<file path="src/rtl/aes_io_pkg.sv">
// Shared types and constants for the host-side AES I/O bridge.
package aes_io_pkg;

    localparam int WORDS_PER_BLOCK = 4;
    localparam int WORD_IDX_W      = 2;

    typedef enum logic [2:0] {
        LOAD_KEY = 3'd0,
        LOAD_MSG = 3'd1,
        WAIT_AES = 3'd2,
        UNLOAD   = 3'd3,
        RECYCLE  = 3'd4,
        ERROR    = 3'd5
    } state_e;

endpackage

</file>
<file path="src/rtl/aes_word_packer.sv">
// Four-word block register: shifts host words in MSW-first, loads a whole
// block at once, and presents any word (index 0 = bits [127:96]) for readout.
module aes_word_packer
    import aes_io_pkg::*;
#(
    parameter int DATA_W  = 32,
    parameter int BLOCK_W = 128
) (
    input  logic                  clk,
    input  logic                  reset_n,
    input  logic                  shift_en,
    input  logic [DATA_W-1:0]     shift_word,
    input  logic                  load_en,
    input  logic [BLOCK_W-1:0]    load_block,
    input  logic [WORD_IDX_W-1:0] sel,
    output logic [BLOCK_W-1:0]    block_out,
    output logic [DATA_W-1:0]     word_out
);

    // words_q[3] holds bits [127:96], i.e. the first word on the wire.
    logic [WORDS_PER_BLOCK-1:0][DATA_W-1:0] words_q, words_d;

    always_comb begin
        words_d = words_q;
        if (load_en) begin
            words_d = load_block;
        end else if (shift_en) begin
            words_d = {words_q[WORDS_PER_BLOCK-2:0], shift_word};
        end
    end

    always_ff @(posedge clk) begin
        if (!reset_n) begin
            words_q <= '0;
        end else begin
            words_q <= words_d;
        end
    end

    assign block_out = words_q;
    assign word_out  = words_q[~sel];

endmodule

</file>
<file path="src/rtl/aes_io_bridge.sv">
// Host stream <-> AES decryption controller bridge: collects key and
// ciphertext, waits (with watchdog) for the result, streams it back, re-arms.
module aes_io_bridge
    import aes_io_pkg::*;
#(
    parameter int DATA_W  = 32,
    parameter int BLOCK_W = 128,
    parameter int TIMEOUT = 1024
) (
    input  logic               clk,
    input  logic               reset_n,
    input  logic [DATA_W-1:0]  in_data,
    input  logic               in_valid,
    output logic               in_ready,
    output logic [DATA_W-1:0]  out_data,
    output logic               out_valid,
    input  logic               out_ready,
    input  logic               abort,
    output logic               err,
    output logic [BLOCK_W-1:0] key,
    output logic [BLOCK_W-1:0] msg_en,
    output logic               io_ready,
    input  logic [BLOCK_W-1:0] msg_de,
    input  logic               aes_ready,
    output logic               aes_reset_n
);

    localparam int WD_W = (TIMEOUT > 1) ? $clog2(TIMEOUT) : 1;

    state_e                state_q, state_d;
    logic [WORD_IDX_W-1:0] cnt_q, cnt_d;
    logic [WD_W-1:0]       wd_q, wd_d;
    logic                  in_xfer, out_xfer, last_word, wd_expired;
    logic [DATA_W-1:0]     key_word_unused, msg_word_unused;
    logic [BLOCK_W-1:0]    out_block_unused;

    assign in_xfer    = in_valid & in_ready;
    // A read coincident with abort is discarded by the host, so it must not advance.
    assign out_xfer   = out_valid & out_ready & ~abort;
    assign last_word  = (cnt_q == WORD_IDX_W'(WORDS_PER_BLOCK - 1));
    assign wd_expired = (TIMEOUT != 0) && (wd_q == WD_W'(TIMEOUT - 1));

    always_ff @(posedge clk) begin
        if (!reset_n) begin
            state_q <= LOAD_KEY;
            cnt_q   <= '0;
            wd_q    <= '0;
        end else begin
            state_q <= state_d;
            cnt_q   <= cnt_d;
            wd_q    <= wd_d;
        end
    end

    always_comb begin
        state_d = state_q;
        cnt_d   = cnt_q;
        wd_d    = wd_q;
        case (state_q)
            LOAD_KEY: if (in_xfer) begin
                cnt_d = cnt_q + 1'b1;
                if (last_word) state_d = LOAD_MSG;
            end
            LOAD_MSG: if (in_xfer) begin
                cnt_d = cnt_q + 1'b1;
                if (last_word) begin
                    state_d = WAIT_AES;
                    wd_d    = '0;
                end
            end
            WAIT_AES: begin
                wd_d = wd_q + 1'b1;
                if (aes_ready) begin
                    state_d = UNLOAD;
                    cnt_d   = '0;
                end else if (wd_expired) begin
                    state_d = ERROR;
                end
            end
            UNLOAD: if (out_xfer) begin
                cnt_d = cnt_q + 1'b1;
                if (last_word) state_d = RECYCLE;
            end
            RECYCLE: begin
                cnt_d   = '0;
                wd_d    = '0;
                state_d = LOAD_KEY;
            end
            ERROR:   state_d = ERROR;
            default: state_d = LOAD_KEY;
        endcase
        if (abort) state_d = RECYCLE;
    end

    always_comb begin
        in_ready    = reset_n & ~abort & ((state_q == LOAD_KEY) | (state_q == LOAD_MSG));
        out_valid   = reset_n & (state_q == UNLOAD);
        io_ready    = reset_n & (state_q == WAIT_AES);
        err         = reset_n & (state_q == ERROR);
        aes_reset_n = reset_n & (state_q != RECYCLE);
    end

    aes_word_packer #(.DATA_W(DATA_W), .BLOCK_W(BLOCK_W)) u_key_buf (
        .clk        (clk),
        .reset_n    (reset_n),
        .shift_en   (in_xfer & (state_q == LOAD_KEY)),
        .shift_word (in_data),
        .load_en    (1'b0),
        .load_block ('0),
        .sel        ('0),
        .block_out  (key),
        .word_out   (key_word_unused)
    );

    aes_word_packer #(.DATA_W(DATA_W), .BLOCK_W(BLOCK_W)) u_msg_buf (
        .clk        (clk),
        .reset_n    (reset_n),
        .shift_en   (in_xfer & (state_q == LOAD_MSG)),
        .shift_word (in_data),
        .load_en    (1'b0),
        .load_block ('0),
        .sel        ('0),
        .block_out  (msg_en),
        .word_out   (msg_word_unused)
    );

    aes_word_packer #(.DATA_W(DATA_W), .BLOCK_W(BLOCK_W)) u_out_buf (
        .clk        (clk),
        .reset_n    (reset_n),
        .shift_en   (1'b0),
        .shift_word ('0),
        .load_en    ((state_q == WAIT_AES) & aes_ready),
        .load_block (msg_de),
        .sel        (cnt_q),
        .block_out  (out_block_unused),
        .word_out   (out_data)
    );

endmodule

</file>
<file path="config.mk">
export PLATFORM = sky130hd
export DESIGN_NAME = aes_io_bridge
export DESIGN_NICKNAME = d
export VERILOG_FILES = /design/src/rtl/aes_io_pkg.sv /design/src/rtl/aes_word_packer.sv /design/src/rtl/aes_io_bridge.sv
export SDC_FILE = /design/constraint.sdc
export NUM_CORES = 1
export LEC_CHECK = 0
export ABC_AREA = 1
export BUFFER_PORTS_ARGS = -buffer_cell sky130_fd_sc_hd__buf_2
export CORE_MARGIN = 3
export CORE_UTILIZATION = 45
export CTS_CLUSTER_SIZE = 10
export DETAILED_ROUTE_END_ITERATION = 8
export PLACE_DENSITY = 0.76
export SLEW_MARGIN = 20
export SYNTH_ARGS = -nofsm -noshare
export SYNTH_HDL_FRONTEND = slang
export SYNTH_SLANG_ARGS = --single-unit
</file>
<file path="constraint.sdc">
create_clock -name clk -period 4.6 [get_ports clk]
set_input_delay 0.92 -clock clk [delete_from_list [all_inputs] [get_ports clk]]
set_output_delay 0.92 -clock clk [all_outputs]
set_load 0.005 [all_outputs]
</file>
# --- Word-level counts from Yosys, hierarchy flattened ---
# Cells that the tools add are included.
totals:
  ff_bits: 399
  latch_bits: 0
  ramBits: 0
  rom_bits: 0
  in_bits: 166
  out_inout_bits: 293
  word_cells: 87
  mem_count: 0
op_classes:
  n_addsub: 2
  mul: 0
  div: 0
  order_cmp: 1
  eq_ne: 24
  shift: 0
  mux: 19
  bitwise: 16
  reduce_logical: 9
op_table:
  columns: ["operator", "n"]
  rows:
  - ["$bmux W32 S2", 1]
  - ["$mux W32", 1]
  - ["$pmux W10 S3", 1]
  - ["$mux W3", 9]
  - ["$ne A3 B3 Y1 const B", 8]
  - ["$mux W10", 2]
  - ["$pmux W3 S5", 1]
  - ["$ne A2 B2 Y1 const B", 7]
  - ["$reduce_and A7 Y1", 2]
  - ["$and A1 B1 Y1", 12]
  - ["$add A10 B1 Y10 const B", 1]
  - ["$eq A10 B10 Y1 const B", 1]
  - ["$pmux W2 S4", 1]
  - ["$eq A3 B2 Y1 const B", 2]
  - ["$eq A3 B3 Y1 const B", 2]
  - ["$mux W2", 3]
  - ["$ne A4 B4 Y1 const B", 1]
  - ["$reduce_and A4 Y1", 1]
  - ["$reduce_bool A4 Y1", 1]
  - ["$reduce_or A2 Y1", 2]
  - ["$eq A3 B1 Y1 const B", 1]
  - ["$logic_not A3 Y1", 1]
  - ["$lt A2 B3 Y1 const B", 1]
  - ["$reduce_and A3 Y1", 1]
  - ["other kinds (7)", 8]

# --- Depth between registers and ports, before layout ---
depth:
  word_depth: 7
  ltp_mapped: 11
  ltp_nobuf: 9

# --- Modules after synthesis ---
# From an unflattened synthesis, not the netlist that was laid out.
unflattened:
  hier_cells: 4098
  area_unflattened_um2: 23660.2
by_module_without_submodules:
  columns: ["mod", "instances", "cells_per_inst", "area_per_inst_um2", "seq_area_each_um2"]
  rows:
  - ["aes_word_packer", 3, 1306, 7522.2, 2562.5]
  - ["aes_io_bridge", 1, 180, 1093.5, 300.3]

# --- Least setup slack after synthesis ---
# No wires, ideal clock.
synth_path:
  kind: "input-to-output"
  start: "input reset_n"
  end: "output aes_reset_n"
  t_arrival_ps: 1663
  t_required_ps: 3680
  setup_slack_ps: 2017
  stages: 4
  n_path_buf: 2
  cell_sequence: "inv_2 -> clkbuf_1 -> buf_1 -> nor2_1"
synth_between:
  elab_chain_len: 1
synth_rtl:
  columns: ["element", "line", "source"]
  rows:
  - ["start, declared", "aes_io_bridge.sv:11", "input logic reset_n,"]
  - ["$and A1 B1 Y1", "aes_io_bridge.sv:100", "aes_reset_n = reset_n & (state_q != RECYCLE);"]
  - ["end, declared", "aes_io_bridge.sv:25", "output logic aes_reset_n"]
# Every way passes these cells.

# --- Worst setup path in the final report ---
layout_path:
  start: "register cnt_q[0]"
  end: "output out_data[7]"
layout_between:
  elab_chain_len: 3
layout_rtl:
  columns: ["element", "line", "source"]
  rows:
  - ["start, declared", "aes_io_bridge.sv:31", "logic [WORD_IDX_W-1:0] cnt_q, cnt_d;"]
  - ["start signal, assigned", "aes_io_bridge.sv:50", "cnt_q <= cnt_d;"]
  - ["$not A2 Y2", "aes_word_packer.sv:41", "assign word_out = words_q[~sel];"]
  - ["$bmux W32 S2", "aes_word_packer.sv:41", null]
  - ["$mux W32 (not written as such)", "aes_word_packer.sv:41", null]
  - ["end, declared", "aes_io_bridge.sv:15", "output logic [DATA_W-1:0] out_data,"]
# Every way passes these cells. The select of a mux whose other input is x is not followed.

==> flow_metrics.tcl <==
set metrics [dict create \
    result_of_the_run "finished, final reports clean" \
    ctsRootBufferMaster "sky130_fd_sc_hd__clkbuf_16" \
    cts-buffers-inserted 46 \
    min_period_over_period_pct 72.9 \
    combPwrFrac_pct 10.0 \
    chipHeight_um 191 \
    global_route.usage.total_pct 23.8 \
    port_buffers 458 \
    post-route-min-period_ns 3.35 \
    worst-setup-path-type "reg -> out" \
    synth.cell_area_um2 15400 \
    leakagePower_nw 8.09 \
    drtIter0Drc 1054 \
    grt_remaining_overflow 0 \
    power_mw 7.49 \
    vdd_ir_drop_max_v 0.000292 \
    final_area_um2 18900 \
    placement.cell_area_um2 17600 \
    max_slew_margin_pct 25.2 \
    start_util_pct 45.7 \
    worst_tran_pin_value_ns 1.12 \
    finalHoldViolCount 0 \
    switching_share_pct 24.8 \
    drt_pass1_iterations 5 \
    post_cts.repair.setup_buffers 0 \
    synth.yosys.seq_area_share_pct 52.0 \
    dp_slack_ns 1.36 \
    max-clock-path-buffers 3 \
    synth_area_leader_cell "sky130_fd_sc_hd__dfxtp_1" \
    critical_path_arrival_ns 2.43 \
    cap_viol_max_count 0 \
    start_kind "flop" \
    cts_tree "yes" \
    clkSinkCount 399 \
    dp_hpwl_um 32200 \
    power.density_cell_area_nw_per_um2 397 \
    pwr-share-seq_pct 48.3 \
    max_freq_mhz 298 \
    critical_path.max_fanout 40 \
    cp_data_required_time_ns 3.68 \
    internal_power_mw 5.63 \
    ys_ff_latch 399 \
    wire_per_inst_um 16.2 \
    pin_count 459 \
    layout-drive-gt1-share_pct 22.7 \
    final-max-slew-violation-count 0 \
    ys_dominant_reg_cell "sky130_fd_sc_hd__dfxtp_1" \
    area_of_the_die_um2 36400 \
    clock-skew-final_ns 0.0168 \
    synth_top_cells_by_area "sky130_fd_sc_hd__dfxtp_1 (52%), sky130_fd_sc_hd__nor2_1 (12%), sky130_fd_sc_hd__o21ai_0 (10%), sky130_fd_sc_hd__a21oi_1 (8.8%), sky130_fd_sc_hd__inv_1 (5.1%)" \
    first_global_vias 13369 \
    fin_cells 2855 \
    postSynthAreaPerCell_um2 7.59 \
    synth_cell_types 30 \
    routed_via_density 5.12 \
    hold_path.class "reg -> reg" \
    ctsResizeCount 0 \
    drt_drc_violations_left 0 \
    fp.coreArea_um2 33600 \
    syn-instance-count 2023 \
    grt_start_max_net_pins 189 \
    part_of_the_total_power_dissipated_in_the_clock_network_pct 41.7 \
    postSynth.asyncResetShare_pct 0 \
    grt_pass1_wl_um 70700 \
    routed_wirelength_um 46300 \
    cts.clk_slew.worst_paths_ns 0.05 \
    postLayoutSetupSlackWorst_ns 1.25 \
    timing.setup.tns_ns 0 \
    yosys_warnings 0 \
    syn_nets 2191 \
    synth_top_cell_area_share_pct 52.0 \
    setup.worst_path.end_class "output pin" \
    cts-htree-levels 2 \
    fillers 3183 \
    edff_count_synth 0 \
    area_growth_syn_to_layout_pct 23.0 \
    switching_power_mw 1.86 \
    final_antenna_net_count 0 \
    setup_viol 0 \
    synthMostInstantiatedCell "sky130_fd_sc_hd__nor2_1" \
    finalWeightedCongestion 0.880 \
    post_synth_most_frequent_cells "sky130_fd_sc_hd__nor2_1 (474), sky130_fd_sc_hd__dfxtp_1 (399), sky130_fd_sc_hd__o21ai_0 (311), sky130_fd_sc_hd__a21oi_1 (271), sky130_fd_sc_hd__inv_1 (209)" \
    row_count 67 \
    clkLatencyLatePin_ns 0.54 \
    hold_buffers 0 \
    nets 2561 \
    grt_setup_unrepaired "no" \
    dp.cells 2793 \
    grt_antenna_before_repair 7 \
    floorplan.die.width_um 191 \
    num_vias 14618 \
]
-- per-stage QoR --
stage | utilization (%) | hold slack [ns]
floorplan | - | 0.440
global placement | 52.4 | 0.430
detailed placement | 52.4 | 0.434
CTS | 56.1 | 0.442
global route | 56.2 | 0.462
finish | 56.2 | 0.442
-- power groups by stage --
stage | Sequential (mW) | Combinational (mW) | Clock [mW]
after floorplan | 3.68 | 0.422 | 0
after global placement | 3.69 | 0.729 | 0
after detailed placement | 3.69 | 0.740 | 0
after CTS | 3.62 | 0.744 | 3.19
after global routing | 3.63 | 0.835 | 3.33
final | 3.62 | 0.746 | 3.13
-- worst max-delay path: stages, from the launching register on --
cell                       delay (ns)
sky130_fd_sc_hd__dfxtp_2         0.32
sky130_fd_sc_hd__clkinv_1        0.56
sky130_fd_sc_hd__buf_4           0.52
sky130_fd_sc_hd__o21ai_0         0.22
sky130_fd_sc_hd__o22ai_1         0.12
sky130_fd_sc_hd__buf_2           0.14
-- placed cells by master, fill, tap and decap left out, types with 2 or more instances in the layout --
cell type / netlist / routed
sky130_fd_sc_hd__o22ai_1: 32 / 32
sky130_fd_sc_hd__nor2_4: 4 / 4
sky130_fd_sc_hd__inv_16: 0 / 2
sky130_fd_sc_hd__clkbuf_16: 0 / 46
sky130_fd_sc_hd__clkbuf_1: 74 / 6
sky130_fd_sc_hd__nor2_1: 474 / 474
sky130_fd_sc_hd__or2_2: 2 / 2
sky130_fd_sc_hd__nand4_1: 4 / 4
sky130_fd_sc_hd__buf_4: 4 / 10
sky130_fd_sc_hd__dfxtp_1: 399 / 398
sky130_fd_sc_hd__nand3b_1: 4 / 4
sky130_fd_sc_hd__diode_2: 0 / 6
sky130_fd_sc_hd__a21oi_1: 271 / 271
sky130_fd_sc_hd__o21ai_0: 311 / 311
sky130_fd_sc_hd__buf_2: 38 / 457
sky130_fd_sc_hd__nand2_1: 51 / 51
sky130_fd_sc_hd__ha_1: 2 / 2
sky130_fd_sc_hd__buf_12: 0 / 5
sky130_fd_sc_hd__nand2_2: 3 / 3
sky130_fd_sc_hd__o21ai_1: 74 / 74
sky130_fd_sc_hd__inv_2: 5 / 4
sky130_fd_sc_hd__inv_1: 209 / 208
sky130_fd_sc_hd__nand3_1: 18 / 18
-- registers in the layout, summed over array words and instances, names as in the netlist --
register / flops
cnt_q: 2
state_q: 3
wd_q: 10
u_out_buf.block_out: 128
u_key_buf.block_out: 128
u_msg_buf.block_out: 128
-- metal layers --
metal	share of wire, %	vias up	track usage [%]	wire [um]
met1	42	6643	31.5	19600
met2	45	579	38.1	21000
met3	8.0	106	5.26	3700
met5	0.058	-	0	27
met4	4.2	4	9.62	1950
li1	-	7286	-	-
-- cell type report --
cell class | instances | area [um^2] | share of cell area, %
clock buffer | 52 | 1170 | 6.22
timing repair buffer | 473 | 2480 | 13.1
clock inverter | 4 | 63.8 | 0.338
sequential | 399 | 7990 | 42.3
inverter | 214 | 805 | 4.26
antenna | 6 | 15.0 | 0.0795
multi-input combinational | 1259 | 5800 | 30.7
tap | 448 | 561 | 2.97
-- cell families (layout without fill, tap and decap cells) --
logic type	after synthesis	count (layout)	share of synthesized area, %
AO/OA/AOI/OAI	691	691	22.8
adder cells (fa/ha/maj)	2	2	0.163
buffers and inverters	365	743	10.3
flip-flops	399	399	52.0
other	0	6	0
AND/OR/NAND/NOR	566	566	14.6
-- worst paths after layout --
path	start	endpoint	slack, ns	depth (start not counted)
worst min-delay path	u_key_buf.block_out[100]	u_key_buf.block_out[100]	0.44	2
worst min register to register	u_key_buf.block_out[100]	u_key_buf.block_out[100]	0.44	2
worst max register to register	state_q[0]	u_out_buf.block_out[123]	2.00	8
worst max-delay path	cnt_q[0]	out_data[7]	1.25	5
No activity file was read; power rests on OpenSTA's default activity.
